==> src/rtl/alu_pkg.sv <==
// Shared ALU constants and the iterative shifter state encoding.
package alu_pkg;

    localparam int unsigned WIDTH = 16;
    localparam int unsigned SHW   = 4;

    typedef enum logic [1:0] {
        ST_IDLE  = 2'd0,
        ST_SHIFT = 2'd1,
        ST_DONE  = 2'd2
    } shift_state_t;

endpackage

==> src/rtl/sequential_left_shifter.sv <==
// Multi-cycle left shifter: one bit per clock, start/busy/done handshake,
// sticky signed-overflow flag when any bit shifted through the MSB differs from the sign.
module sequential_left_shifter
    import alu_pkg::*;
(
    input  logic             clk,
    input  logic             rst,
    input  logic             start,
    input  logic [WIDTH-1:0] A,
    input  logic [WIDTH-1:0] B,
    output logic             busy,
    output logic             done,
    output logic [WIDTH-1:0] Y,
    output logic             overflow
);

    shift_state_t     state;
    shift_state_t     state_next;
    logic [WIDTH-1:0] r;
    logic [WIDTH-1:0] r_next;
    logic [SHW-1:0]   cnt;
    logic [SHW-1:0]   cnt_next;
    logic             sign;
    logic             sign_next;
    logic             overflow_next;

    // Only the low SHW bits of B carry a shift amount.
    logic unused_b_hi;
    assign unused_b_hi = ^B[WIDTH-1:SHW];

    // Result is the working register itself; consumers sample on done.
    assign Y = r;

    // Next-state and datapath update.
    always_comb begin
        state_next    = state;
        r_next        = r;
        cnt_next      = cnt;
        sign_next     = sign;
        overflow_next = overflow;

        case (state)
            ST_IDLE: begin
                if (start) begin
                    r_next        = A;
                    sign_next     = A[WIDTH-1];
                    cnt_next      = B[SHW-1:0];
                    overflow_next = 1'b0;
                    state_next    = ST_SHIFT;
                end
            end
            ST_SHIFT: begin
                if (cnt == SHW'(0)) begin
                    state_next = ST_DONE;
                end else begin
                    r_next   = {r[WIDTH-2:0], 1'b0};
                    cnt_next = cnt - SHW'(1);
                    // The bit about to become the MSB must match the original sign.
                    if (r[WIDTH-2] != sign) begin
                        overflow_next = 1'b1;
                    end
                end
            end
            ST_DONE: begin
                state_next = ST_IDLE;
            end
            default: begin
                state_next = ST_IDLE;
            end
        endcase
    end

    // State and output registers; busy/done are registered decodes of the next state.
    always_ff @(posedge clk) begin
        if (rst) begin
            state    <= ST_IDLE;
            r        <= '0;
            cnt      <= '0;
            sign     <= 1'b0;
            overflow <= 1'b0;
            busy     <= 1'b0;
            done     <= 1'b0;
        end else begin
            state    <= state_next;
            r        <= r_next;
            cnt      <= cnt_next;
            sign     <= sign_next;
            overflow <= overflow_next;
            busy     <= (state_next == ST_SHIFT);
            done     <= (state_next == ST_DONE);
        end
    end

endmodule
==> config.mk <==
export PLATFORM = sky130hd
export DESIGN_NAME = sequential_left_shifter
export DESIGN_NICKNAME = d
export VERILOG_FILES = /design/src/rtl/alu_pkg.sv /design/src/rtl/sequential_left_shifter.sv
export SDC_FILE = /design/constraint.sdc
export NUM_CORES = 1
export LEC_CHECK = 0
export ABC_AREA = 1
export CAP_MARGIN = 20
export CORE_MARGIN = 1
export CORE_UTILIZATION = 43
export CTS_BUF_LIST = sky130_fd_sc_hd__clkbuf_8
export CTS_CLUSTER_DIAMETER = 100
export DETAILED_ROUTE_END_ITERATION = 6
export GPL_TIMING_DRIVEN = 0
export MAX_ROUTING_LAYER = met4
export PLACE_DENSITY_LB_ADDON = 0.08
export SLEW_MARGIN = 25
export SYNTH_ARGS = -nofsm -noshare
export SYNTH_HDL_FRONTEND = slang
export SYNTH_SLANG_ARGS = --single-unit
==> constraint.sdc <==
create_clock -name clk -period 2 [get_ports clk]
set_clock_uncertainty 0.2 [all_clocks]
set_input_delay 0.4 -clock clk [delete_from_list [all_inputs] [get_ports clk]]
set_output_delay 0.4 -clock clk [all_outputs]
set_load 0.02 [all_outputs]
==> flow_summary.yaml <==
yosys:
  syn_inst: 182
  synth_nets: 218
  synth-seq-area-share: 0.421
  syn_area_um2: 1240
  synth-seq-cells: 26
  syn_area_per_cell_um2: 6.80
  synth_cell_types: 23
  yosys_warnings: 0
floorplanning:
  io_pins: 54
  core-area_um2: 2730
  die_area_um2: 3100
  die-width_um: 55.6
  chipHeight_um: 55.6
  rows: 19
  start_util: 0.453
clock_tree:
  htreeDepth: 1
  clock_latency_ps: 270
  path_clk_slew_ps: 90
  cts_sinks: 26
  cts_setup_buffers: 0
  numCtsBuffers: 3
  postCtsHoldBufs: 0
  cts.path.max_buffers: 2
  ctsResizeCount: 0
  cts-root-buf: "clkbuf_8"
  cts_tree: "done"
finish:
  nets: 264
  drive_above_1_share: 0.0837
  final_util: 0.637
  syn2layout_area_growth_pct: 40.7
  stdcell_area_um2: 1740
  final_cells: 258
  antenna_cells: 0
  fill_cells: 264
critical_path:
  critPathLaunchType: "register"
  critical_path_class: "reg -> out"
  critical_path.max_stage_delay_ps: 630
  required_ps: 1400
  crit_buf_inv: 1
  worstPathArrival_ps: 1300
  crit_path_end_kind: "output pin"
  cp_max_fo: 4
  path_cells: "clkdlybuf4s50_1"
  reg2reg_slack_ps: 400
  crit_slowest_cell: "clkdlybuf4s50_1"
  critical_path.top_delay_family: "buffers and inverters"
timing:
  fin_setup_tns_ps: 0
  rsz0062_at_grt: "no"
  setup_viol: 0
  worst_pin_slew_ps: 412
  setup_ws_ps: 95.2
  finalCritPeriodShare: 0.952
  finalMaxSlewViolations: 0
  finalCriticalPeriod_ps: 1900
  max_freq_mhz: 525
  hold_slack_ps: 258
  maxSlewHeadroom: 0.725
  finalHoldViolations: 0
pwr:
  total_power_mw: 1.64
  vdd_ir_drop_max_mv: 0.557
  cellPowerDensity_nw_per_um2: 944
  leakagePower_nw: 0.782
drt:
  via_per_inst: 4.88
  num_vias: 1260
  ant_nets: 0
  first_pass_iters: 6
  wire_per_inst_um: 11.4
  drc: 0
  wirelength_um: 2940
  initialDrtViolationCount: 41
run:
  cap_violations: 0
global_routing:
  grt_pass1_vias: 1179
  track_usage: 0.214
  grt_pass1_wl_um: 5160
  grt_max_degree: 15
  overflow: 0
  grt_antenna_before_repair: 0
outcome:
  status: "finished clean"
placed_design:
  dp_hpwl_um: 2130
  dp_slack_ps: 24.1
  gp_congestion: 0.829
  portBuffers: 41
  postPlaceCellArea_um2: 1690
  dp_cells: 254
hold_path:
  worstHoldPathType: "reg -> reg"
==> path summary, 6_finish.rpt <==
kind | start | end | cells after the start
min | overflow | overflow | 2
max | Y[14] | Y[14] | 1
min reg2reg | overflow | overflow | 2
max reg2reg | cnt[0] | Y[15] | 7
==> power breakdown <==
| group | internal, mW | switching, mW |
|---|---|---|
| logic | 0.290 | 0.346 |
| clock network | 0.176 | 0.163 |
| registers | 0.604 | 0.0646 |
==> cell usage after synthesis <==
cell      number  area (µm²)
inv_1          7        26.3
nand2_4        2        22.5
dfxtp_1       26         521
clkbuf_1       1        3.75
nand2_2        1        6.26
buf_4          2        15.0
xor2_1         1        8.76
a21oi_1        3        15.0
inv_2          2        7.51
xnor2_1        1        8.76
o21ai_0       22         110
inv_4          1        6.26
nand2_1       56         210
buf_6          4        45.0
nand3_1        4        20.0
nor3_1         2        10.0
nor2_1        41         154
a21oi_2        1        8.76
buf_1          1        3.75
nor2_4         1        11.3
o21ai_1        1        5.00
ha_1           1        12.5
nor2_2         1        6.26
==> per-layer routing <==
metal  up-vias  global-route usage  share of wire
met3         4              0.0349          0.050
met2        37               0.356           0.49
li1        658                   -              -
met4         0              0.0786         0.0099
met5         -                   -              0
met1       561               0.263           0.45
==> layout by cell type (no fill, tap or decap), drive strengths merged <==
master,synthesis,layout
xnor2,1,1
a21oi,4,4
inv,10,10
buf,7,7
nor3,2,2
clkdlybuf4s50,0,41
nand3,4,4
nand2,59,59
xor2,1,1
o21ai,23,23
ha,1,1
dfxtp,26,26
clkbuf,1,5
nor2,43,43
==> worst reg2reg max path, cell delays in order, from the launching register on <==
cell and delay (ps):
dfxtp_1 350, inv_1 80, ha_1 240, nand3_1 140, nand2_4 100, buf_6 160
o21ai_0 180, nor2_1 60
==> state kept, by name (all words and copies together) (netlist names) <==
register / cells
sign: 1
busy: 1
state: 2
cnt: 4
done: 1
Y: 16
overflow: 1
==> layout make-up <==
| cell class | instances | area, µm² | share of cell area |
|---|---|---|---|
| Multi-Input combinational cell | 138 | 609 | 0.350 |
| Sequential cell | 26 | 520 | 0.299 |
| Timing Repair Buffer | 41 | 410 | 0.236 |
| Buffer | 8 | 67.6 | 0.0388 |
| Clock buffer | 4 | 55.1 | 0.0316 |
| Inverter | 10 | 40.0 | 0.0230 |
| Tap cell | 31 | 38.8 | 0.0223 |
==> logic make-up after synthesis <==
group / share of synthesized area
AOI/OAI and AO/OA: 0.112
xor gates and xnor gates: 0.0142
adders and majority gates: 0.0101
buffers and inverters: 0.0870
DFF: 0.421
and+or+nand+nor: 0.356
(Power assumes the default switching activity.)
